$ cat config.mk
export PLATFORM = sky130hd
export DESIGN_NAME = divmod_iter
export DESIGN_NICKNAME = d
export VERILOG_FILES = /design/src/rtl/divmod_iter_pkg.sv /design/src/rtl/divmod_iter_step.sv /design/src/rtl/divmod_iter.sv
export SDC_FILE = /design/constraint.sdc
export NUM_CORES = 1
export LEC_CHECK = 0
export CAP_MARGIN = 20
export CORE_ASPECT_RATIO = 1.1
export CORE_MARGIN = 2
export CORE_UTILIZATION = 50
export CTS_BUF_LIST = sky130_fd_sc_hd__clkbuf_4
export DETAILED_ROUTE_END_ITERATION = 10
export HOLD_SLACK_MARGIN = 0.03
export PLACE_DENSITY = 0.7
export SYNTH_ARGS = -nofsm -noshare
export SYNTH_HDL_FRONTEND = slang
export SYNTH_HIERARCHICAL = 1
export SYNTH_SLANG_ARGS = --single-unit
$ cat constraint.sdc
create_clock -name clk -period 3.2 [get_ports clk]
set_input_delay 0.48 -clock clk [delete_from_list [all_inputs] [get_ports clk]]
set_output_delay 0.48 -clock clk [all_outputs]
set_load 0.01 [all_outputs]
$ cat src/rtl/divmod_iter_pkg.sv
// Shared types and helpers for the iterative divider and its users in the Cpu.
package pkg_divmod;

   // Widest operand any divider instance is built for; sizes the request/result structs.
   localparam int unsigned DivmodMaxW = 64;

   // Operating mode as driven on unsgn_or_sgn.
   localparam logic DivmodUnsgn = 1'b0;
   localparam logic DivmodSgn   = 1'b1;

   // Controller states.
   typedef enum logic [2:0] {
      StIdle = 3'd0,
      StPrep = 3'd1,
      StIter = 3'd2,
      StFix  = 3'd3,
      StDone = 3'd4
   } StrcDivmodState;

   // Request bundle as assembled by the execute stage.
   typedef struct packed {
      logic                  enable;
      logic                  unsgn_or_sgn;
      logic                  flush;
      logic [DivmodMaxW-1:0] num;
      logic [DivmodMaxW-1:0] denom;
   } StrcInDivmod;

   // Result bundle as consumed by the execute stage.
   typedef struct packed {
      logic [DivmodMaxW-1:0] quot;
      logic [DivmodMaxW-1:0] rem;
      logic                  can_accept_cmd;
      logic                  data_ready;
      logic                  div_by_zero;
   } StrcOutDivmod;

   // Number of iteration cycles needed to retire all quotient bits.
   function automatic int unsigned divmod_iter_count(input int unsigned width,
                                                     input int unsigned bpc);
      return width / bpc;
   endfunction

endpackage

$ cat src/rtl/divmod_iter_step.sv
// One iteration of restoring division retiring BITS_PER_CYCLE quotient bits, MSB first.
module divmod_step
   import pkg_divmod::*;
#(
   parameter int unsigned WIDTH          = 32,
   parameter int unsigned BITS_PER_CYCLE = 1
) (
   input  logic [WIDTH+BITS_PER_CYCLE-1:0] rem_i,
   input  logic [WIDTH-1:0]                div_i,
   input  logic [BITS_PER_CYCLE-1:0]       bits_i,
   output logic [WIDTH+BITS_PER_CYCLE-1:0] rem_o,
   output logic [BITS_PER_CYCLE-1:0]       quot_o
);

   logic [WIDTH+BITS_PER_CYCLE-1:0] acc;
   logic [WIDTH+BITS_PER_CYCLE-1:0] dvs;

   // Shift in one numerator bit at a time and subtract the divisor whenever it fits.
   always_comb begin
      acc    = rem_i;
      dvs    = {{BITS_PER_CYCLE{1'b0}}, div_i};
      quot_o = '0;
      for (int i = BITS_PER_CYCLE - 1; i >= 0; i--) begin
         acc = {acc[WIDTH+BITS_PER_CYCLE-2:0], bits_i[i]};
         if (acc >= dvs) begin
            acc       = acc - dvs;
            quot_o[i] = 1'b1;
         end else begin
            quot_o[i] = 1'b0;
         end
      end
      rem_o = acc;
   end

endmodule

$ cat src/rtl/divmod_iter.sv
// Multi-cycle signed/unsigned divider with quotient and remainder, flush and
// divide-by-zero reporting, using the enable / can_accept_cmd / data_ready handshake.
module divmod_iter
   import pkg_divmod::*;
#(
   parameter int unsigned WIDTH          = 32,
   parameter int unsigned BITS_PER_CYCLE = 1
) (
   input  logic             clk,
   input  logic             rst_n,
   input  logic             enable,
   input  logic             unsgn_or_sgn,
   input  logic             flush,
   input  logic [WIDTH-1:0] num,
   input  logic [WIDTH-1:0] denom,
   output logic [WIDTH-1:0] quot,
   output logic [WIDTH-1:0] rem,
   output logic             can_accept_cmd,
   output logic             data_ready,
   output logic             div_by_zero
);

   localparam int unsigned NIter = divmod_iter_count(WIDTH, BITS_PER_CYCLE);
   localparam int unsigned CntW  = $clog2(NIter + 1);
   localparam int unsigned PremW = WIDTH + BITS_PER_CYCLE;

   if ((WIDTH % BITS_PER_CYCLE) != 0) begin : g_bad_bpc
      $error("divmod_iter: BITS_PER_CYCLE must divide WIDTH");
   end
   if ((BITS_PER_CYCLE != 1) && (BITS_PER_CYCLE != 2) && (BITS_PER_CYCLE != 4)) begin : g_bad_radix
      $error("divmod_iter: BITS_PER_CYCLE must be 1, 2 or 4");
   end

   StrcDivmodState   state_q, state_d;
   logic [WIDTH-1:0] num_q, num_d;        // numerator as latched, reused for divide-by-zero
   logic [WIDTH-1:0] den_q, den_d;        // latched denominator, then its magnitude
   logic             mode_q, mode_d;
   logic             neg_quot_q, neg_quot_d;
   logic             neg_rem_q, neg_rem_d;
   logic [WIDTH-1:0] shf_q, shf_d;        // numerator bits shift out, quotient bits shift in
   logic [PremW-1:0] prem_q, prem_d;
   logic [CntW-1:0]  cnt_q, cnt_d;
   logic [WIDTH-1:0] quot_q, quot_d;
   logic [WIDTH-1:0] rem_q, rem_d;
   logic             rdy_q, rdy_d;
   logic             dbz_q, dbz_d;

   logic [PremW-1:0]          step_rem;
   logic [BITS_PER_CYCLE-1:0] step_quot;

   divmod_step #(
      .WIDTH          (WIDTH),
      .BITS_PER_CYCLE (BITS_PER_CYCLE)
   ) u_step (
      .rem_i  (prem_q),
      .div_i  (den_q),
      .bits_i (shf_q[WIDTH-1 -: BITS_PER_CYCLE]),
      .rem_o  (step_rem),
      .quot_o (step_quot)
   );

   // State and datapath registers; reset returns everything to an idle, empty divider.
   always_ff @(posedge clk or negedge rst_n) begin
      if (!rst_n) begin
         state_q    <= StIdle;
         num_q      <= '0;
         den_q      <= '0;
         mode_q     <= DivmodUnsgn;
         neg_quot_q <= 1'b0;
         neg_rem_q  <= 1'b0;
         shf_q      <= '0;
         prem_q     <= '0;
         cnt_q      <= '0;
         quot_q     <= '0;
         rem_q      <= '0;
         rdy_q      <= 1'b0;
         dbz_q      <= 1'b0;
      end else begin
         state_q    <= state_d;
         num_q      <= num_d;
         den_q      <= den_d;
         mode_q     <= mode_d;
         neg_quot_q <= neg_quot_d;
         neg_rem_q  <= neg_rem_d;
         shf_q      <= shf_d;
         prem_q     <= prem_d;
         cnt_q      <= cnt_d;
         quot_q     <= quot_d;
         rem_q      <= rem_d;
         rdy_q      <= rdy_d;
         dbz_q      <= dbz_d;
      end
   end

   // Next-state and datapath control; flush overrides everything, including a new command.
   always_comb begin
      state_d    = state_q;
      num_d      = num_q;
      den_d      = den_q;
      mode_d     = mode_q;
      neg_quot_d = neg_quot_q;
      neg_rem_d  = neg_rem_q;
      shf_d      = shf_q;
      prem_d     = prem_q;
      cnt_d      = cnt_q;
      quot_d     = quot_q;
      rem_d      = rem_q;
      rdy_d      = rdy_q;
      dbz_d      = dbz_q;
      if (flush) begin
         state_d = StIdle;
         rdy_d   = 1'b0;
         dbz_d   = 1'b0;
      end else begin
         case (state_q)
            StIdle, StDone: begin
               if (enable) begin
                  num_d   = num;
                  den_d   = denom;
                  mode_d  = unsgn_or_sgn;
                  rdy_d   = 1'b0;
                  dbz_d   = 1'b0;
                  state_d = StPrep;
               end else begin
                  state_d = state_q;
               end
            end
            StPrep: begin
               // Magnitudes: negating MIN wraps to MIN, which reads as 2^(WIDTH-1) unsigned.
               if (mode_q == DivmodSgn) begin
                  neg_quot_d = num_q[WIDTH-1] ^ den_q[WIDTH-1];
                  neg_rem_d  = num_q[WIDTH-1];
                  shf_d      = num_q[WIDTH-1] ? -num_q : num_q;
                  den_d      = den_q[WIDTH-1] ? -den_q : den_q;
               end else begin
                  neg_quot_d = 1'b0;
                  neg_rem_d  = 1'b0;
                  shf_d      = num_q;
                  den_d      = den_q;
               end
               prem_d  = '0;
               cnt_d   = CntW'(NIter);
               state_d = (den_q == '0) ? StFix : StIter;
            end
            StIter: begin
               prem_d  = step_rem;
               shf_d   = {shf_q[WIDTH-BITS_PER_CYCLE-1:0], step_quot};
               cnt_d   = cnt_q - CntW'(1);
               state_d = (cnt_q == CntW'(1)) ? StFix : StIter;
            end
            StFix: begin
               if (den_q == '0) begin
                  quot_d = '1;
                  rem_d  = num_q;
                  dbz_d  = 1'b1;
               end else begin
                  quot_d = neg_quot_q ? -shf_q : shf_q;
                  rem_d  = neg_rem_q ? -prem_q[WIDTH-1:0] : prem_q[WIDTH-1:0];
                  dbz_d  = 1'b0;
               end
               rdy_d   = 1'b1;
               state_d = StDone;
            end
            default: begin
               state_d = StIdle;
            end
         endcase
      end
   end

   assign quot           = quot_q;
   assign rem            = rem_q;
   assign data_ready     = rdy_q;
   assign div_by_zero    = dbz_q;
   assign can_accept_cmd = (state_q == StIdle) || (state_q == StDone);

endmodule
==> results of run 1 <==
[power by group through the flow]
stage / combinational (W) / sequential [W] / clock [W]
2_1_floorplan: 0.00437 / 0.00468 / 0
3_3_place_gp: 0.00657 / 0.00492 / 0
3_5_place_dp: 0.00669 / 0.00496 / 0
4_1_cts: 0.00673 / 0.00492 / 0.00246
5_1_grt: 0.00746 / 0.00509 / 0.00260
6_report: 0.00674 / 0.00495 / 0.00241
[stage by stage]
stage          instance area, sq um  hold slack, ns  total power, W  std cells  worst slack, ns
5_1_grt                       16050          0.3283         0.01515       2152          0.03029
6_report                      16050          0.3463         0.01410       2152           0.2592
4_1_cts                       16020          0.2926         0.01411       2150           0.1639
2_1_floorplan                 13380          0.1844        0.009055       1593           0.6533
3_3_place_gp                  15300          0.4511         0.01149       2049           0.2607
3_5_place_dp                  15300          0.4635         0.01165       2049           0.1879
[layer usage]
metal	routed length, um	up-vias	share of wire [%]
met1	17180	6115	42
met4	1753	0	4.2
met5	0	-	0
met3	2270	109	5.5
li1	-	6070	-
met2	20110	399	49
[registers in the layout, indices dropped and copies added, names as in the netlist]
signal and count:
neg_quot_q 1, num_q 32, den_q 32, div_by_zero 1, shf_q 32, state_q 3, quot 32, prem_q 32
mode_q 1, data_ready 1, neg_rem_q 1, cnt_q 6, rem 32
[critical path: cells and delay by family (launching register included)]
family          cells  cell delay, ns
compound gates      6            1.25
fa+ha+maj           1            0.44
buf+inv             2            0.34
flops               1            0.48
simple gates        3            0.36
[layout make-up]
| type | count | area share, % |
|---|---|---|
| diodes | 1 | 0.01559 |
| clock buffers | 87 | 4.068 |
| clock inverters | 13 | 0.3663 |
| inverters | 58 | 1.364 |
| multi-input cells | 1238 | 47.68 |
| flip-flops and latches | 206 | 32.13 |
| well taps | 352 | 2.743 |
| repair buffers | 197 | 11.64 |
[timing repair]
item                                    4_1_cts  5_1_grt
hold buffers                                  1        0
endpoints found under the setup margin        0       21
resized for setup                             0        4
endpoints found under the hold margin        74        0
[how the worst min path moves through the flow]
stage	endpoint
after floorplan	cnt_q[0]
after global routing	num_q[1]
after global placement	quot[7]
after detailed placement	rem[7]
after CTS	num_q[1]
final	num_q[1]
==> impl_results.rst, run 1 <==
.. list-table::
   :header-rows: 1

   * - Metric
     - Value
   * - Overall fraction of global-route tracks in use
     - 29.38%
   * - Hpwl dp
     - a little over 30,000 um
   * - Pin count of the biggest net entering global routing
     - between 70 and 80
   * - Overall die area
     - 28,080 sq um
   * - Num CTS Buffers
     - 57
   * - Area growth from synthesis to layout
     - 20.01%
   * - Biggest fanout along the worst timing path
     - 23
   * - Net switching power
     - between 0.006 and 0.007 W
   * - Outcome
     - finished clean
   * - H-tree depth
     - 2
   * - Congestion Overflow GR
     - 0
   * - Met2 Track Usage GR
     - 50.52%
   * - I/O pin count
     - ~140
   * - Unrepaired setup endpoints after global routing
     - false
   * - Iteration count of the initial detailed-routing pass
     - 5
   * - Buffer count from post-CTS setup fixing
     - 0
   * - Hold path start
     - num[1]
   * - Arrival time reported for the critical path endpoint
     - between 3 and 4 ns
   * - Setup_tns
     - 0 ns
   * - Number of antenna violations at the first check in global routing
     - 1
   * - Cell Rows
     - 62
   * - Fraction of final layout cells with drive strength greater than 1
     - about 12%
   * - Hold Crit Class
     - primary input to register
   * - Wirelength per Cell
     - roughly 19 um
   * - Global routing met1 resource utilization
     - 36.64%
   * - Cell depth of the worst min-delay path
     - 3
   * - Power density relative to cell area
     - 878.2 nW/um^2
   * - Switching power as a share of total power
     - ~44%
   * - Synthesized area per cell
     - 8.398 sq um
   * - Warnings from Yosys
     - 6
   * - Fmax
     - 0.3400 GHz
   * - Cell leakage power
     - 6.935 nW
   * - Summed instance area of the synthesized netlist
     - ~13,000 sq um
   * - Initial Utilization
     - about 51%
   * - Count of final max-slew check failures
     - 0
   * - Crit path kind
     - register to register
   * - Number of nets in the layout
     - 1,866
   * - Sink Count
     - approximately 200
   * - Met3 Use GR
     - 4.463%
   * - Slowest cell on the critical path
     - sky130_fd_sc_hd__dfrtp_1
   * - Final routed wirelength across all metal layers
     - roughly 41,000 um
   * - Syn nets
     - about 1,700
   * - Length in cells of the worst reg-to-reg path
     - 12
   * - Most common library cell in the layout ignoring fill and taps
     - sky130_fd_sc_hd__nand2_1
   * - Root buffer cell
     - sky130_fd_sc_hd__clkbuf_4
   * - Clock slew at reported path FFs
     - 0.07 ns
   * - Chip Width
     - 160.0 um
   * - Final cell utilization of the core
     - between 60% and 70%
   * - Setup crit end kind
     - register
   * - Filler Cells Inserted
     - approximately 2,400
   * - Total of max-cap violations
     - 0
   * - First-pass GRT wire length
     - ~66,000 um
   * - Number of I/O port buffers
     - around 140
   * - Part of the power in registers
     - roughly a third
   * - Cell Int Power
     - 0.007838 W
   * - Area of combinational cells with multiple inputs
     - approximately 7700 sq um
   * - CP cell instances
     - inv_1 -> ha_1 -> a21oi_1 -> o211a_1 -> and3b_1 -> a31o_2 -> o211ai_4 -> nand2_4 -> buf_4 -> o31ai_1 -> nand2_1 -> o21ai_0
   * - Setup violators final
     - 0
   * - Worst setup path startpoint
     - den_q[14]
   * - Final worst clock skew
     - ~0.032 ns
   * - Worst skew pair latency
     - approximately 0.72 ns
   * - Maximum root-to-sink buffer count
     - 3
   * - Required time reported for the critical path endpoint
     - 3.83 ns
   * - Worst flop-to-flop path startpoint
     - den_q[14]
   * - Commonest cells after routing, fill and taps aside
     - sky130_fd_sc_hd__nand2_1 (230), sky130_fd_sc_hd__dfrtp_1 (204), sky130_fd_sc_hd__o21ai_0 (142), sky130_fd_sc_hd__clkdlybuf4s50_1 (134), sky130_fd_sc_hd__nor2_1 (131)
   * - Maximum VDD drop
     - 0.0004049 V
   * - Standard cell core area
     - 26,220 sq um
   * - Worst flop-to-flop path endpoint
     - prem_q[11]
   * - Sequential cell area
     - between 5000 and 6000 sq um
   * - Highest-utilization routing layer at the global route stage
     - met2
   * - Final RePlAce weighted congestion
     - 0.9577
   * - Headroom to the max-slew limit
     - 46.13%
   * - Crit path time final
     - approximately 2.9 ns
   * - Power share of the combinational group
     - 47.8%
   * - Number of global-route vias before repair
     - approximately 13,000
   * - Syn Inst Count
     - approximately 1,600
   * - Slack of the worst reg-to-reg path
     - roughly 0.26 ns
   * - Residual DRC
     - 0
   * - Via count
     - about 13,000
   * - Period utilisation layout
     - about 90%
   * - Transition time of the tightest slew-check pin
     - 0.8081 ns
   * - Violation count after the first detailed-route iteration
     - between 700 and 800
   * - Drt via density
     - 5.898
   * - Clock network power share
     - between 10% and 20%
   * - Antenna viol nets, final
     - 0
   * - TritonCTS clock tree
     - built
   * - Final hold violation count
     - 0
   * - Slowest cell delay on critical path
     - approximately 0.48 ns
   * - Die Span Y
     - between 150 and 200 um
   * - Critical path destination
     - prem_q[11]
   * - Critical Path Source Type
     - register
(Power assumes the default switching activity.)
==> run 2, diff against run 1 <==
SETUP_SLACK_MARGIN = 0.4   (was default)
==> run 2 against run 1 <==
  * Flip-flop and latch count unchanged
  * Combinational power rose by 6.4%
  * Largest cell class unchanged
  * Fmax up 6.0%
  * Worst hold slack better by 0.0030 ns
  * Sequential share of layout area decreased by 0.88 points
  * First-iteration DRC count rose by 8.2%
  * Worst setup slack improved by 0.17 ns
  * Sequential power hardly changed
  * Die area unchanged
==> impl_results.rst, run 2 (same netlist as run 1, synthesis figures left out) <==
.. list-table::
   :header-rows: 1

   * - Metric
     - Value
   * - Final worst clock skew
     - 0.03978 ns (+0.007370 ns)
   * - Crit path time final
     - 2.775 ns (-0.1654 ns)
   * - Hold Crit Class
     - primary input to register
   * - Commonest cells after routing, fill and taps aside
     - sky130_fd_sc_hd__nand2_1 (230), sky130_fd_sc_hd__dfrtp_1 (198), sky130_fd_sc_hd__o21ai_0 (141), sky130_fd_sc_hd__clkdlybuf4s50_1 (134), sky130_fd_sc_hd__nor2_1 (129)
   * - Number of global-route vias before repair
     - 12,615 (+0.18%)
   * - Count of final max-slew check failures
     - 0 (unchanged)
   * - Antenna viol nets, final
     - 0 (unchanged)
   * - Setup_tns
     - 0 ns (unchanged)
   * - Switching power as a share of total power
     - 44.26% (-0.14 points)
   * - Number of antenna violations at the first check in global routing
     - 1 (unchanged)
   * - Number of I/O port buffers
     - 135 (unchanged)
   * - Sink Count
     - 206 (unchanged)
   * - Cell Rows
     - 62 (unchanged)
   * - Area growth from synthesis to layout
     - 23.56%
   * - Chip Width
     - 160.0 um (unchanged)
   * - Violation count after the first detailed-route iteration
     - 806 (+8.2%)
   * - First-pass GRT wire length
     - 66,330 um (+0.23%)
   * - Critical Path Source Type
     - register
   * - Final worst slack
     - 0.4246 ns (+0.1654 ns)
   * - Final hold violation count
     - 0 (unchanged)
   * - Outcome
     - finished clean
   * - Headroom to the max-slew limit
     - 46.30% (+0.18 points)
   * - Setup crit end kind
     - register
   * - Maximum root-to-sink buffer count
     - 3 (unchanged)
   * - Net switching power
     - 0.006432 W (+2.7%)
   * - Via count
     - 12,774 (+0.64%)
   * - Worst setup path startpoint
     - den_q[6]
   * - Part of the power in registers
     - 34.0% (-1.1 points)
   * - Overall die area
     - 28,080 sq um (unchanged)
   * - Residual DRC
     - 0 (unchanged)
   * - Maximum VDD drop
     - 0.0004042 V (-0.16%)
   * - Clock network power share
     - 16.6% (-0.5 points)
   * - H-tree depth
     - 2 (unchanged)
   * - Final routed wirelength across all metal layers
     - 41,700 um (+0.93%)
   * - Wirelength per Cell
     - 19.20 um (about the same)
   * - Unrepaired setup endpoints after global routing
     - true
   * - Final RePlAce weighted congestion
     - 0.9577 (unchanged)
   * - Setup violators final
     - 0 (unchanged)
   * - Required time reported for the critical path endpoint
     - 3.79 ns (-0.04 ns)
   * - Number of nets in the layout
     - 1,886 (+1.1%)
   * - Filler Cells Inserted
     - 2,375 (-2.4%)
   * - Overall fraction of global-route tracks in use
     - 29.41% (+0.036 points)
   * - Fraction of final layout cells with drive strength greater than 1
     - 16.11% (+3.9 points)
   * - Cell Int Power
     - 0.008098 W (+3.3%)
   * - Crit path kind
     - register to register
   * - Worst slack, placed
     - 0.1879 ns (unchanged)
   * - TritonCTS clock tree
     - built
   * - Hpwl dp
     - 30,430 um (unchanged)
   * - Iteration count of the initial detailed-routing pass
     - 7 (+2)
   * - Congestion Overflow GR
     - 0 (unchanged)
   * - Area of combinational cells with multiple inputs
     - 7954 sq um (+3.9%)
   * - Cell leakage power
     - 7.059 nW (+1.8%)
   * - Standard cell core area
     - 26,220 sq um (unchanged)
   * - Fmax
     - 0.3603 GHz (+6.0%)
   * - Num CTS Buffers
     - 57 (unchanged)
   * - Drt via density
     - 5.881 (-0.29%)
   * - Hold path start
     - num[1]
   * - I/O pin count
     - 136 (unchanged)
   * - Worst flop-to-flop path startpoint
     - den_q[6]
   * - Slack of the worst reg-to-reg path
     - 0.42 ns (+0.17 ns)
   * - Sequential cell area
     - 5165 sq um (+0.15%)
   * - Die Span Y
     - 175.6 um (unchanged)
   * - Arrival time reported for the critical path endpoint
     - 3.37 ns (-0.20 ns)
   * - Transition time of the tightest slew-check pin
     - 0.8054 ns (-0.002679 ns)
   * - Root buffer cell
     - sky130_fd_sc_hd__clkbuf_4
   * - Power density relative to cell area
     - 879.0 nW/um^2 (about the same)
   * - Pin count of the biggest net entering global routing
     - 78 (unchanged)
   * - Total of max-cap violations
     - 0 (unchanged)
   * - Biggest fanout along the worst timing path
     - 17 (-26%)
   * - Period utilisation layout
     - 86.73% (-5.2 points)
   * - Power share of the combinational group
     - 49.4% (+1.6 points)
   * - Clock slew at reported path FFs
     - 0.08 ns (about the same)
   * - Initial Utilization
     - 51.02% (unchanged)
   * - Most common library cell in the layout ignoring fill and taps
     - sky130_fd_sc_hd__nand2_1
   * - Worst skew pair latency
     - 0.72 ns (about the same)
## run 2: cell types whose count changed in the layout (fill, tap and decap cells not counted), sizes merged
cell and delta:
buf +20
## run 2: metal layers
layer	share of wire, %	GRT usage (%)
met1	42	36.94
met2	49	50.58
met3	5.3	4.439
met4	3.7	12.84
met5	0	0
## run 2: power by group through the flow
| stage | Clock [W] | Sequential [W] | Combinational (W) |
|---|---|---|---|
| 5_1_grt | 0.00260 | 0.00508 | 0.00789 |
| 6_report | 0.00241 | 0.00495 | 0.00717 |
| 4_1_cts | 0.00246 | 0.00490 | 0.00683 |
| 3_5_place_dp | 0 | 0.00496 | 0.00669 |
| 2_1_floorplan | 0 | 0.00468 | 0.00437 |
| 3_3_place_gp | 0 | 0.00492 | 0.00657 |
## run 2: cell type report
type | count | share of cell area [%]
Inverter | 58 | 1.325
Clock buffer | 87 | 3.951
Clock inverter | 13 | 0.3558
Tap cell | 352 | 2.664
Timing Repair Buffer | 217 | 12.32
Multi-Input combinational cell | 1238 | 48.12
Antenna cell | 1 | 0.01514
Sequential cell | 206 | 31.25
## run 2: repair_timing
item	CTS	global route
setup endpoints to repair	33	49
pin swaps	3	12
hold endpoints to repair	74	0
hold buffers	1	0
buffers inserted	8	12
gates resized for setup	19	56
## run 2: metrics by stage
step | cells | cell area [sq um] | hold slack [ns] | power [W] | utilization (%)
after global placement | 2049 | 15300 | 0.4511 | 0.01149 | 58.36
after global routing | 2172 | 16530 | 0.3282 | 0.01557 | 63.04
after floorplan | 1593 | 13380 | 0.1844 | 0.009055 | -
after detailed placement | 2049 | 15300 | 0.4635 | 0.01165 | 58.36
after CTS | 2158 | 16130 | 0.2926 | 0.01419 | 61.52
final | 2172 | 16530 | 0.3493 | 0.01453 | 63.04
## run 2: path summary, 6_finish.rpt
check / cells past startpoint / endpoint
max: 12 / prem_q[31]
min: 3 / num_q[1]
max reg2reg: 12 / prem_q[31]
min reg2reg: 2 / quot[7]
max in group asynchronous: 3 / den_q[1]
min in group asynchronous: 2 / shf_q[8]
## run 2: critical path: stages (launching register included)
cell and delay (ns):
sky130_fd_sc_hd__dfrtp_1 0.41, sky130_fd_sc_hd__inv_1 0.17, sky130_fd_sc_hd__ha_2 0.34, sky130_fd_sc_hd__a211o_1 0.33, sky130_fd_sc_hd__a211oi_1 0.28, sky130_fd_sc_hd__a31o_2 0.27, sky130_fd_sc_hd__o211ai_4 0.12, sky130_fd_sc_hd__nand2_4 0.13
sky130_fd_sc_hd__clkinv_2 0.12, sky130_fd_sc_hd__buf_8 0.17, sky130_fd_sc_hd__a31o_1 0.17, sky130_fd_sc_hd__nand2_1 0.05, sky130_fd_sc_hd__o21ai_0 0.08
==> run 3, diff against run 2 <==
CAP_MARGIN = 40   (was 20)
SLEW_MARGIN = 20   (was default)
==> run 3 against run 2 <==
  * Worst setup slack improved by 0.011 ns
  * Sequential share of layout area barely moved
  * Combinational power barely moved
  * Clock power fell by 3%
  * Cell count fell by 0.18%
  * Critical endpoint is now prem_q[27]
==> impl_results.rst, run 3 (same netlist as run 1, synthesis figures left out) <==
.. list-table::
   :header-rows: 1

   * - Metric
     - Value
   * - Fmax
     - 0.3617 GHz (+0.38%)
   * - Cell leakage power
     - 7.025 nW (-0.48%)
   * - Standard cell core area
     - 26,220 sq um (unchanged)
   * - Slowest cell on the critical path
     - sky130_fd_sc_hd__dfrtp_2
   * - Setup_tns
     - 0 ns (unchanged)
   * - Total placed instance area
     - 15,310 sq um (about the same)
   * - Maximum VDD drop
     - 0.0003693 V (-8.6%)
   * - Congestion Overflow GR
     - 0 (unchanged)
   * - Largest delay share family, worst path
     - compound AO/OA/AOI/OAI gates
   * - Biggest fanout along the worst timing path
     - 5 (-12)
   * - Violation count after the first detailed-route iteration
     - 826 (+2.5%)
   * - Via count
     - 12,697 (-0.60%)
   * - Part of the power in registers
     - 34.2% (+0.2 points)
   * - Total of max-cap violations
     - 0 (unchanged)
   * - Die Span Y
     - 175.6 um (unchanged)
   * - Critical Path Source Type
     - register
   * - Transition time of the tightest slew-check pin
     - 0.8288 ns (+0.02332 ns)
   * - Setup crit end kind
     - register
   * - Number of buffer and inverter instances along the worst setup path
     - 2 (-1)
   * - Arrival time reported for the critical path endpoint
     - 3.34 ns (-0.03 ns)
   * - Initial Utilization
     - 51.02% (unchanged)
   * - Number of I/O port buffers
     - 135 (unchanged)
   * - Headroom to the max-slew limit
     - 44.75% (-1.6 points)
   * - Residual DRC
     - 0 (unchanged)
   * - Worst skew pair latency
     - 0.71 ns (about the same)
   * - Maximum root-to-sink buffer count
     - 3 (unchanged)
   * - Switching power as a share of total power
     - 44.21% (-0.052 points)
   * - First-pass GRT wire length
     - 66,630 um (+0.45%)
   * - Clock network power share
     - 16.2% (-0.4 points)
   * - CP cell instances
     - inv_2 -> ha_4 -> nor2b_4 -> o31a_1 -> o31ai_4 -> a31oi_1 -> buf_4 -> a211o_1 -> and2_4 -> xnor2_2 -> a21oi_2 -> nand2_1 -> o21ai_1
   * - Number of global-route vias before repair
     - 12,491 (-0.98%)
   * - Number of nets in the layout
     - 1,884 (-0.11%)
   * - Overall fraction of global-route tracks in use
     - 29.44% (+0.031 points)
   * - Final RePlAce weighted congestion
     - 0.9577 (unchanged)
   * - Fin area
     - 16,510 sq um (about the same)
   * - Count of final max-slew check failures
     - 0 (unchanged)
   * - Iteration count of the initial detailed-routing pass
     - 5 (-2)
   * - Period utilisation layout
     - 86.40% (-0.33 points)
   * - Wirelength per Cell
     - 19.27 um (+0.39%)
   * - Required time reported for the critical path endpoint
     - 3.78 ns (about the same)
   * - Crit path time final
     - 2.765 ns (-0.01063 ns)
   * - WHS
     - 0.3253 ns (-0.02393 ns)
   * - Crit path kind
     - register to register
   * - Net switching power
     - 0.006388 W (-0.67%)
   * - Commonest cells after routing, fill and taps aside
     - sky130_fd_sc_hd__nand2_1 (230), sky130_fd_sc_hd__dfrtp_1 (196), sky130_fd_sc_hd__o21ai_0 (136), sky130_fd_sc_hd__clkdlybuf4s50_1 (134), sky130_fd_sc_hd__nor2_1 (130)
   * - Cell Int Power
     - 0.008061 W (-0.46%)
   * - Antenna viol nets, final
     - 0 (unchanged)
   * - Sink Count
     - 206 (unchanged)
   * - Final cell utilization of the core
     - 62.98% (about the same)
   * - Num CTS Buffers
     - 57 (unchanged)
   * - Area growth from synthesis to layout
     - 23.44% (about the same)
   * - Outcome
     - finished clean
   * - Hold Crit Class
     - primary input to register
   * - Power share of the combinational group
     - 49.6% (+0.2 points)
   * - Unrepaired setup endpoints after global routing
     - true
   * - Fraction of final layout cells with drive strength greater than 1
     - 16.20% (+0.091 points)
   * - Final routed wirelength across all metal layers
     - 41,780 um (+0.20%)
   * - Number of antenna violations at the first check in global routing
     - 1 (unchanged)
   * - Power density relative to cell area
     - 875.0 nW/um^2 (-0.46%)
   * - TritonCTS clock tree
     - built
   * - Slowest cell delay on critical path
     - 0.45 ns (+0.04 ns)
   * - I/O pin count
     - 136 (unchanged)
   * - Overall die area
     - 28,080 sq um (unchanged)
   * - Setup violators final
     - 0 (unchanged)
   * - Clock slew at reported path FFs
     - 0.08 ns (about the same)
   * - Root buffer cell
     - sky130_fd_sc_hd__clkbuf_4
   * - Final worst clock skew
     - 0.03845 ns (-0.001328 ns)
   * - Drt via density
     - 5.857 (-0.42%)
   * - Chip Width
     - 160.0 um (unchanged)
   * - Most common library cell in the layout ignoring fill and taps
     - sky130_fd_sc_hd__nand2_1
   * - H-tree depth
     - 2 (unchanged)
   * - Pin count of the biggest net entering global routing
     - 78 (unchanged)
   * - Final hold violation count
     - 0 (unchanged)
   * - Hpwl dp
     - 30,490 um (+0.17%)
   * - Cell Rows
     - 62 (unchanged)
## run 3: changes by cell type in the layout (fill, tap and decap cells not counted), moves of 2 or more
cell / before / now
sky130_fd_sc_hd__o21ai_0: 141 / 136
sky130_fd_sc_hd__ha_2: 8 / 11
sky130_fd_sc_hd__clkbuf_4: 87 / 83
sky130_fd_sc_hd__clkinv_1: 10 / 12
sky130_fd_sc_hd__buf_4: 74 / 72
sky130_fd_sc_hd__o21ai_1: 19 / 24
sky130_fd_sc_hd__dfrtp_2: 8 / 10
sky130_fd_sc_hd__dfrtp_1: 198 / 196
sky130_fd_sc_hd__ha_1: 20 / 18
## run 3: routing by layer
layer  up-vias  part of all wire, %  global-route usage, %
li1       6100                    -                      -
met1      6128                   42                  37.37
met2       383                   50                  51.50
met3        86                  5.4                  3.991
met4         0                  3.3                  10.81
met5         -                    0                      0
## run 3: tightest hold or removal path, stage by stage
cell and delay (ns):
sky130_fd_sc_hd__clkdlybuf4s50_1 0.39, sky130_fd_sc_hd__nand2_1 0.05, sky130_fd_sc_hd__o21ai_0 0.06
## run 3: worst paths after layout
kind / from / endpoint / slack [ns] / depth (start not counted)
min reg2reg: quot[7] / quot[7] / 0.47 / 2
min in group asynchronous: rst_n / shf_q[8] / 0.36 / 2
min: num[1] / num_q[1] / 0.33 / 3
max: den_q[1] / prem_q[27] / 0.44 / 13
max in group asynchronous: rst_n / den_q[1] / 1.81 / 3
max reg2reg: den_q[1] / prem_q[27] / 0.44 / 13
## run 3: through the flow
step	instances	total power [W]	worst slack, ns
floorplan	1593	0.009055	0.6533
global placement	2049	0.01149	0.2607
detailed placement	2050	0.01164	0.2106
CTS	2155	0.01409	0.3556
global route	2168	0.01551	0.3300
finish	2168	0.01445	0.4353
## run 3: cell type report
class                   count  area (sq um)
flip-flops and latches    206          5167
clock inverters            15         66.31
clock buffers              83         623.1
fillers                  2369          9707
repair buffers            215          2018
well taps                 352         440.4
inverters                  58         220.2
diodes                      1         2.502
multi-input cells        1238          7975
## run 3: power groups by stage
stage	registers (W)	clock network (W)	logic, W
final	0.00494	0.00234	0.00717
after global routing	0.00508	0.00254	0.00789
after CTS	0.00491	0.00239	0.00680
after detailed placement	0.00496	0	0.00669
after global placement	0.00492	0	0.00657
after floorplan	0.00468	0	0.00437
## run 3: repair_timing
action	CTS	global route
setup endpoints to repair	33	41
hold buffers	1	0
endpoints found under the hold margin	74	0
resized for setup	20	69
buffers inserted	6	12
pin swaps	3	23
